===== src/rtl/mem_stage_ctl.sv =====
// mem_stage_ctl: memory stage between the EX/MEM and MEM/WB pipeline registers.
//
// Drives a variable-latency data-memory port. The handshake works like this:
// dmem_req is a registered level. It rises on the edge that accepts an aligned
// memory op. It stays high, with dmem_we/addr/be/wdata stable, until the edge
// on which dmem_ack is sampled high; dmem_rdata is valid in that same cycle.
// dmem_ack is ignored while no request is outstanding.
//
// Ports:
//   clk, reset (async, active-low)
//   valid_in + EX/MEM fields (*_in)      instruction arriving from EX/MEM
//   dmem_req/we/addr/be/wdata, dmem_ack/rdata   data-memory port
//   stall                                 hold EX/MEM while an access is outstanding
//   valid_out, misalign_out + *_out       registered MEM/WB fields
//   state_dbg                             current FSM state (0 idle, 1 waiting)
// Vectors are [0:N-1] with bit 0 the MSB. Byte lane 0 is bits [0:7] (big-endian).
module mem_stage_ctl #(
    parameter int DATA_W = 32,
    parameter int REG_W  = 5,
    parameter int FP_W   = 64
) (
    input  logic                clk,
    input  logic                reset,
    input  logic                valid_in,
    input  logic [0:DATA_W-1]   nextPC_in,
    input  logic [0:DATA_W-1]   aluResult_in,
    input  logic [0:DATA_W-1]   opB_in,
    input  logic [0:REG_W-1]    destReg_in,
    input  logic [0:REG_W-1]    fDestReg_in,
    input  logic [0:FP_W-1]     fbusW_in,
    input  logic                PCtoReg_in,
    input  logic                RegWrite_in,
    input  logic                MemToReg_in,
    input  logic                MemWrite_in,
    input  logic                loadSign_in,
    input  logic                FPRegWrite_in,
    input  logic                mul_in,
    input  logic [0:1]          DSize_in,
    output logic                dmem_req,
    output logic                dmem_we,
    output logic [0:DATA_W-1]   dmem_addr,
    output logic [0:DATA_W/8-1] dmem_be,
    output logic [0:DATA_W-1]   dmem_wdata,
    input  logic                dmem_ack,
    input  logic [0:DATA_W-1]   dmem_rdata,
    output logic                stall,
    output logic                valid_out,
    output logic                misalign_out,
    output logic [0:DATA_W-1]   nextPC_out,
    output logic [0:DATA_W-1]   aluResult_out,
    output logic [0:DATA_W-1]   dataOut_out,
    output logic [0:REG_W-1]    destReg_out,
    output logic [0:REG_W-1]    fDestReg_out,
    output logic [0:FP_W-1]     fbusW_out,
    output logic [0:1]          DSize_out,
    output logic                PCtoReg_out,
    output logic                RegWrite_out,
    output logic                MemToReg_out,
    output logic                loadSign_out,
    output logic                FPRegWrite_out,
    output logic                mul_out,
    output logic [0:0]          state_dbg
);

    localparam int NB    = DATA_W / 8;
    localparam int OFF_W = (NB > 1) ? $clog2(NB) : 1;

    localparam logic [0:0] S_IDLE = 1'b0;
    localparam logic [0:0] S_WAIT = 1'b1;

    logic [0:0] state;

    // Fields latched while a memory access is outstanding.
    logic [0:DATA_W-1] npc_q, alu_q;
    logic [0:REG_W-1]  dest_q, fdest_q;
    logic [0:FP_W-1]   fbus_q;
    logic [0:1]        dsize_q;
    logic              pctoreg_q, regwrite_q, memtoreg_q, loadsign_q, fpregwrite_q, mul_q;

    // Request-side decode of the incoming instruction.
    logic [OFF_W-1:0]  off_in;
    int                lane_in;
    logic              is_mem_in, misalign_in;
    logic [0:NB-1]     be_in;
    logic [0:DATA_W-1] wdata_in, addr_in;

    assign off_in    = aluResult_in[DATA_W-OFF_W +: OFF_W];
    assign lane_in   = int'(off_in);
    assign is_mem_in = MemToReg_in | MemWrite_in;
    assign addr_in   = {aluResult_in[0:DATA_W-OFF_W-1], {OFF_W{1'b0}}};

    always_comb begin
        be_in       = '1;
        wdata_in    = opB_in;
        misalign_in = 1'b0;
        case (DSize_in)
            2'b00: begin
                for (int i = 0; i < NB; i++) be_in[i] = (i == lane_in);
                wdata_in = {NB{opB_in[DATA_W-8 +: 8]}};
            end
            2'b01: begin
                for (int i = 0; i < NB; i++) be_in[i] = (i == lane_in) || (i == lane_in + 1);
                wdata_in    = {(NB/2){opB_in[DATA_W-16 +: 16]}};
                misalign_in = off_in[0];
            end
            default: begin
                // 11 is reserved and behaves exactly like a word access.
                misalign_in = (off_in != '0);
            end
        endcase
    end

    // Load extraction from the word returned by memory, using the latched offset.
    int                lane_q;
    logic [7:0]        ld_b;
    logic [15:0]       ld_h;
    logic [0:DATA_W-1] load_data;

    assign lane_q = int'(alu_q[DATA_W-OFF_W +: OFF_W]);

    always_comb begin
        ld_b = dmem_rdata[lane_q*8 +: 8];
        // Aligned halves start on an even lane; clearing bit 0 keeps the select in range.
        ld_h = dmem_rdata[(lane_q & ~1)*8 +: 16];
        case (dsize_q)
            2'b00:   load_data = {{(DATA_W-8){loadsign_q & ld_b[7]}}, ld_b};
            2'b01:   load_data = {{(DATA_W-16){loadsign_q & ld_h[15]}}, ld_h};
            default: load_data = dmem_rdata;
        endcase
    end

    assign stall     = (state == S_WAIT);
    assign state_dbg = state;

    always_ff @(posedge clk or negedge reset) begin
        if (!reset) begin
            state          <= S_IDLE;
            dmem_req       <= 1'b0;
            dmem_we        <= 1'b0;
            dmem_addr      <= '0;
            dmem_be        <= '0;
            dmem_wdata     <= '0;
            valid_out      <= 1'b0;
            misalign_out   <= 1'b0;
            nextPC_out     <= '0;
            aluResult_out  <= '0;
            dataOut_out    <= '0;
            destReg_out    <= '0;
            fDestReg_out   <= '0;
            fbusW_out      <= '0;
            DSize_out      <= '0;
            PCtoReg_out    <= 1'b0;
            RegWrite_out   <= 1'b0;
            MemToReg_out   <= 1'b0;
            loadSign_out   <= 1'b0;
            FPRegWrite_out <= 1'b0;
            mul_out        <= 1'b0;
            npc_q          <= '0;
            alu_q          <= '0;
            dest_q         <= '0;
            fdest_q        <= '0;
            fbus_q         <= '0;
            dsize_q        <= '0;
            pctoreg_q      <= 1'b0;
            regwrite_q     <= 1'b0;
            memtoreg_q     <= 1'b0;
            loadsign_q     <= 1'b0;
            fpregwrite_q   <= 1'b0;
            mul_q          <= 1'b0;
        end else begin
            // Default: no result this cycle. Payload holds; write enables drop.
            valid_out      <= 1'b0;
            PCtoReg_out    <= 1'b0;
            RegWrite_out   <= 1'b0;
            MemToReg_out   <= 1'b0;
            FPRegWrite_out <= 1'b0;
            case (state)
                S_IDLE: begin
                    if (valid_in) begin
                        if (is_mem_in && !misalign_in) begin
                            npc_q        <= nextPC_in;
                            alu_q        <= aluResult_in;
                            dest_q       <= destReg_in;
                            fdest_q      <= fDestReg_in;
                            fbus_q       <= fbusW_in;
                            dsize_q      <= DSize_in;
                            pctoreg_q    <= PCtoReg_in;
                            regwrite_q   <= RegWrite_in;
                            memtoreg_q   <= MemToReg_in;
                            loadsign_q   <= loadSign_in;
                            fpregwrite_q <= FPRegWrite_in;
                            mul_q        <= mul_in;
                            dmem_req     <= 1'b1;
                            dmem_we      <= MemWrite_in;
                            dmem_addr    <= addr_in;
                            dmem_be      <= be_in;
                            dmem_wdata   <= wdata_in;
                            state        <= S_WAIT;
                        end else begin
                            // Non-memory op, or a misaligned access that never reaches memory.
                            valid_out      <= 1'b1;
                            misalign_out   <= is_mem_in;
                            nextPC_out     <= nextPC_in;
                            aluResult_out  <= aluResult_in;
                            dataOut_out    <= '0;
                            destReg_out    <= destReg_in;
                            fDestReg_out   <= fDestReg_in;
                            fbusW_out      <= fbusW_in;
                            DSize_out      <= DSize_in;
                            PCtoReg_out    <= PCtoReg_in;
                            RegWrite_out   <= RegWrite_in & ~is_mem_in;
                            MemToReg_out   <= 1'b0;
                            loadSign_out   <= loadSign_in;
                            FPRegWrite_out <= FPRegWrite_in & ~is_mem_in;
                            mul_out        <= mul_in;
                        end
                    end
                end
                default: begin
                    if (dmem_ack) begin
                        dmem_req       <= 1'b0;
                        dmem_we        <= 1'b0;
                        valid_out      <= 1'b1;
                        misalign_out   <= 1'b0;
                        nextPC_out     <= npc_q;
                        aluResult_out  <= alu_q;
                        dataOut_out    <= dmem_we ? '0 : load_data;
                        destReg_out    <= dest_q;
                        fDestReg_out   <= fdest_q;
                        fbusW_out      <= fbus_q;
                        DSize_out      <= dsize_q;
                        PCtoReg_out    <= pctoreg_q;
                        RegWrite_out   <= regwrite_q;
                        MemToReg_out   <= memtoreg_q;
                        loadSign_out   <= loadsign_q;
                        FPRegWrite_out <= fpregwrite_q;
                        mul_out        <= mul_q;
                        state          <= S_IDLE;
                    end
                end
            endcase
        end
    end

endmodule


===== config.mk =====
export PLATFORM = sky130hd
export DESIGN_NAME = mem_stage_ctl
export DESIGN_NICKNAME = d
export VERILOG_FILES = /design/src/rtl/mem_stage_ctl.sv
export SDC_FILE = /design/constraint.sdc
export NUM_CORES = 1
export LEC_CHECK = 0
export BUFFER_PORTS_ARGS = -buffer_cell sky130_fd_sc_hd__buf_2
export CAP_MARGIN = 20
export CORE_MARGIN = 4
export CORE_UTILIZATION = 49
export CTS_BUF_LIST = sky130_fd_sc_hd__clkbuf_8
export DETAILED_ROUTE_END_ITERATION = 10
export PLACE_DENSITY = 0.81
export SETUP_SLACK_MARGIN = 0.5
export SYNTH_ARGS = -nofsm -noshare
export SYNTH_HDL_FRONTEND = slang
export SYNTH_SLANG_ARGS = --single-unit

===== constraint.sdc =====
create_clock -name clk -period 1.9 [get_ports clk]
set_input_delay 0.285 -clock clk [delete_from_list [all_inputs] [get_ports clk]]
set_output_delay 0.285 -clock clk [all_outputs]
set_load 0.05 [all_outputs]

# Word-level counts from Yosys, hierarchy flattened
# Cells that the tools add are included.
# W data, S select, Z words.
# totals
reg_bits	395
elab_cells	144
input_bits	215
output_inout_bits	252
# classes
addsub	1
mux	73
bitwise	9
n_shift	2
eq_ne	10
reduce_logical	16
# op_table
operator	n
$mux W32	13
$mux W64	4
$pmux W32 S2	2
$shiftx A32 B32 Y33	2
$logic_not A32 Y1	2
$not A5 Y32	2
$mux W1	40
$mux W5	8
$eq A2 B32 Y1 const A	1
$eq A3 B32 Y1 const A	1
$reduce_and A3 Y1	3
$mux W2	4
$pmux W4 S2	1
$reduce_bool A2 Y1	3
$and A1 B1 Y1	4
$eq A2 B1 Y1 const B	2
$eq A2 B2 Y1 const A	2
$logic_not A2 Y1	2
$logic_or A1 B1 Y1	4
$ne A2 B2 Y1 const B	2
$add A2 B1 Y3 const B	1
$eq A2 B3 Y1 const A	1
$eq A1 B2 Y1 const A	1
$not A1 Y1	2
4 further kinds	4

# Longest topological paths before layout
# logic_depth
depth_word	7
mapped_depth	9
ltp_nobuf	6

# Least setup slack after synthesis
# OpenSTA, ideal clock, no wires.
# synth_timing
path_kind	flip-flop to flip-flop
startpoint	reg state, in the netlist stall
endpoint	reg dataOut_out[10] (netlist name)
setup_ns	0.126
arrival_ns	1.989
stages_incl_launch_ff	8
n_path_buf	3
setup_slack_ns	-0.215
path_cell_list	dfrtp_1 -> buf_4 -> nor2b_1 -> o31ai_4 -> and2_4 -> buf_4 -> buf_4 -> a221o_1
# synth_via
elab_chain_cells	2
word_cells_on_any_way	5
# synth_rtl
element	line	text
from (decl)	71	logic [0:0] state;
from (signal assigned)	137	state <= S_IDLE;
from (signal assigned)	198	state <= S_WAIT;
from (signal assigned)	238	state <= S_IDLE;
$ne A2 B2 Y1 (no source line) or $reduce_bool A2 Y1 (tied branches)	--	
$reduce_and A3 Y1 (no source line)	--	
to (signal assigned)	227	dataOut_out <= dmem_we ? '0 : load_data;
to (decl)	51	output logic [0:DATA_W-1] dataOut_out,
# Several ways; a longest one is shown, not always the timed one.
# A chain may end at the register's enable or synchronous reset.

# Worst setup path after layout
# layout_timing
startpoint	reg state, in the netlist stall
endpoint	reg fbusW_out[26] (netlist name)
# layout_via
elab_chain_cells	2
word_cells_on_any_way	5
# layout_rtl
element	line	text
$ne A2 B2 Y1 (no source line) or $reduce_bool A2 Y1 (tied branches)	--	
$reduce_and A3 Y1 (no source line)	--	
to (signal assigned)	208	fbusW_out <= fbusW_in;
to (signal assigned)	230	fbusW_out <= fbus_q;
to (decl)	54	output logic [0:FP_W-1] fbusW_out,
# Several ways; a longest one is shown, not always the timed one.

==> results_dict.tcl <==
set metrics [dict create \
    yosys_warnings 0 \
    seq_power_share_pct 33.7 \
    period_needed_ps 2590 \
    fin_setup_tns_ps -1180 \
    cts_made_buffers 59 \
    max_freq_mhz 386 \
    endpoint "fbusW_out[26]" \
    cp_data_required_time_ps 2360 \
    violations "negative setup slack" \
    vias 19600 \
    htreeDepth 2 \
    start_util_pct 49.7 \
    status "finished, violations left" \
    intPower_mw 18.3 \
    r2r_slack_ps -690 \
    worstReg2RegEnd "fbusW_out[26]" \
    multi_input_area_um2 7790 \
    postSynthAreaPerCell_um2 9.71 \
    cp_max_fo 15 \
    portBuffers 464 \
    irDropWorstVdd_mv 1.01 \
    met2_usage_pct 65.0 \
    clk_latency_ps 660 \
    grt_pass1_wl_um 112000 \
    num_rows 66 \
    antenna_left 0 \
    dr.pass1.iters 10 \
    syn2layout_area_growth_pct 67.6 \
    drt_first_iter_violations 3062 \
    rsz0062_at_grt "yes" \
    grt.overflow.total 0 \
    fin_skew_ps 42.5 \
    grt_max_degree 64 \
    crit_arrival_ps 3050 \
    fillers 1377 \
    startpoint_type "flop" \
    finalHoldViolCount 0 \
    clkTransAtPathRegs_ps 70 \
    grt_busiest_layer "met2" \
    crit_path_end_kind "flop" \
    reg2reg_from "stall" \
    die-width_um 190 \
    p_leak_nw 13.6 \
    nNetsFinal 2691 \
    clkPwrFrac_pct 20.0 \
    crit_start "stall" \
    use_met1_pct 45.5 \
    drive_above_1_share_pct 44.3 \
    critPathKind "flop to flop" \
    antenna_found_initial 12 \
    setup_slack_ps -694 \
    ys.flop_type "dfrtp_1" \
    syn_inst 1670 \
    avgRoutedWirePerCell_um 30.8 \
    post-synth-top-area-cell "dfrtp_1" \
    grt_pass1_vias 19200 \
    via_per_inst 6.62 \
    synth_edf_count 0 \
    synth-async-reset-ratio_pct 100 \
    stdcell_count 2957 \
    clock_sinks 365 \
    reg2regPathDepth 4 \
    preCtsSetupSlack_ps -32.9 \
    synthTopCellsByArea "dfrtp_1 56%, nand2_1 11%, mux2i_1 11%, o21ai_0 5.6%, nand3_1 4.6%" \
    hold_ws_ps 34.9 \
    hp-class "input port to flop" \
    synth.distinct_cells 37 \
    relSlewSlack_pct 12.1 \
    die_h_um 190 \
    track_usage_pct 39.8 \
    cts_root_buffer "clkbuf_8" \
    core-area_um2 32600 \
    worst_pin_slew_ps 1280 \
    yosysSeqAreaShare_pct 56.3 \
    placed_cells 2493 \
    drv_cap 0 \
    setup_violations 5 \
    syn_area_um2 16200 \
    io_pins 467 \
    power_frac_comb_pct 46.3 \
    yosysTopAreaCellShare_pct 56.3 \
    clockBufferDepth 3 \
    gr-usage-met3_pct 12.2 \
    drc 0 \
    ys_seq_elements 365 \
    cts_tree "done" \
    fin_util_pct 83.3 \
    switching_share_pct 47.5 \
    switchingPower_mw 16.6 \
    post-route-period-util_pct 137 \
    hpwlAfterDp_um 33900 \
    totalWireLength_um 91200 \
    power.density_nw_per_um2 1280 \
    routabilityCongestion 0.912 \
    slew_viol_final 0 \
    dieArea_um2 36100 \
    ff_latch_area_um2 9140 \
]
## layout by cell type, fill, tap and decap left out, drive strengths merged, types with 18 or more instances in the layout
cell type    netlist  final
nand2            485    485
inv                7     28
nor2              18     18
dfrtp            365    365
buf               82    676
nand3            148    148
dlygate4sd3        0    202
mux2i            171    171
clkbuf            79     86
o21ai            195    195
## routing by layer
layer / routed length [µm] / share of wire, %
met4: 9760 / 11
met2: 39800 / 44
met5: 81 / 0.089
met1: 27400 / 30
met3: 14100 / 15
## how the worst min path moves through the flow
stage / depth (start not counted) / slack, ps / end / start
3_5_place_dp: 1 / 260 / dmem_wdata[0] / reset
2_1_floorplan: 0 / -10 / DSize_out[0] / reset
5_1_grt: 3 / 40 / dataOut_out[21] / dmem_rdata[21]
3_3_place_gp: 1 / 260 / nextPC_out[19] / reset
4_1_cts: 3 / 8 / dataOut_out[20] / dmem_rdata[20]
6_report: 3 / 30 / dataOut_out[20] / dmem_rdata[20]
## critical path: stages, from the launching register on
cell,delay [ps]
dfrtp_4,500
buf_4,230
bufbuf_16,360
mux2i_1,1050
o21ai_4,270
## cell families after synthesis
logic type               synth area share [%]
adder cells (fa/ha/maj)                 0.463
AND/OR/NAND/NOR                          17.9
AO/OA/AOI/OAI                            9.37
flip-flops                               56.3
buffers and inverters                    5.04
other                                  0.0231
multiplexers                             10.8
## sequential cells by signal (all words and copies together) (netlist names), 2 cells and up
| register | flops |
|---|---|
| dmem_be | 4 |
| alu_q | 32 |
| destReg_out | 5 |
| DSize_out | 2 |
| dmem_wdata | 32 |
| fDestReg_out | 5 |
| dataOut_out | 32 |
| fdest_q | 5 |
| dsize_q | 2 |
| npc_q | 32 |
| dest_q | 5 |
| fbus_q | 64 |
| nextPC_out | 32 |
| fbusW_out | 64 |
| aluResult_out | 32 |
## per-stage QoR
step	power [mW]	cell area (µm²)
global route	35.6	27200
finish	34.9	27200
global placement	22.3	19300
CTS	31.4	25500
floorplan	19.4	16500
detailed placement	22.6	19300
## power by group through the flow
stage / clock network (mW) / logic, mW / registers (mW)
after floorplan: 0 / 3.91 / 15.5
after global placement: 0 / 11.3 / 11.1
after detailed placement: 0 / 11.5 / 11.2
after CTS: 6.56 / 13.7 / 11.1
after global routing: 7.24 / 16.6 / 11.8
final: 6.99 / 16.2 / 11.8
## cell type report
type                    instances  area share, %
flip-flops and latches        365           33.6
repair buffers                896           31.4
multi-input cells            1141           28.7
clock buffers                  72           3.65
well taps                     442           2.03
clock inverters                29          0.474
inverters                       7         0.0967
diodes                          5         0.0460
## cells in the mapped netlist (3+ instances only)
cell       count
nand2_1      485
dfrtp_1      365
o21ai_0      180
mux2i_1      171
nand3_1      148
clkbuf_1      79
buf_2         41
buf_4         36
nor2_1        18
a221o_1       16
o2bb2ai_1     16
or3_1         16
a21oi_1       15
o21ai_1       15
a31oi_1       10
nand3b_1      10
inv_1          7
ha_1           6
buf_1          5
a221oi_1       4
mux2_2         4
nor2b_1        3
## timing repair
action	in CTS	in global routing
pin swaps	144	99
gates cloned	52	20
setup endpoints to repair	608	612
buffers inserted	75	9
resized for setup	296	392
hold endpoints to repair	392	0
hold buffers	202	0
Power figures use the tool's default switching activity.
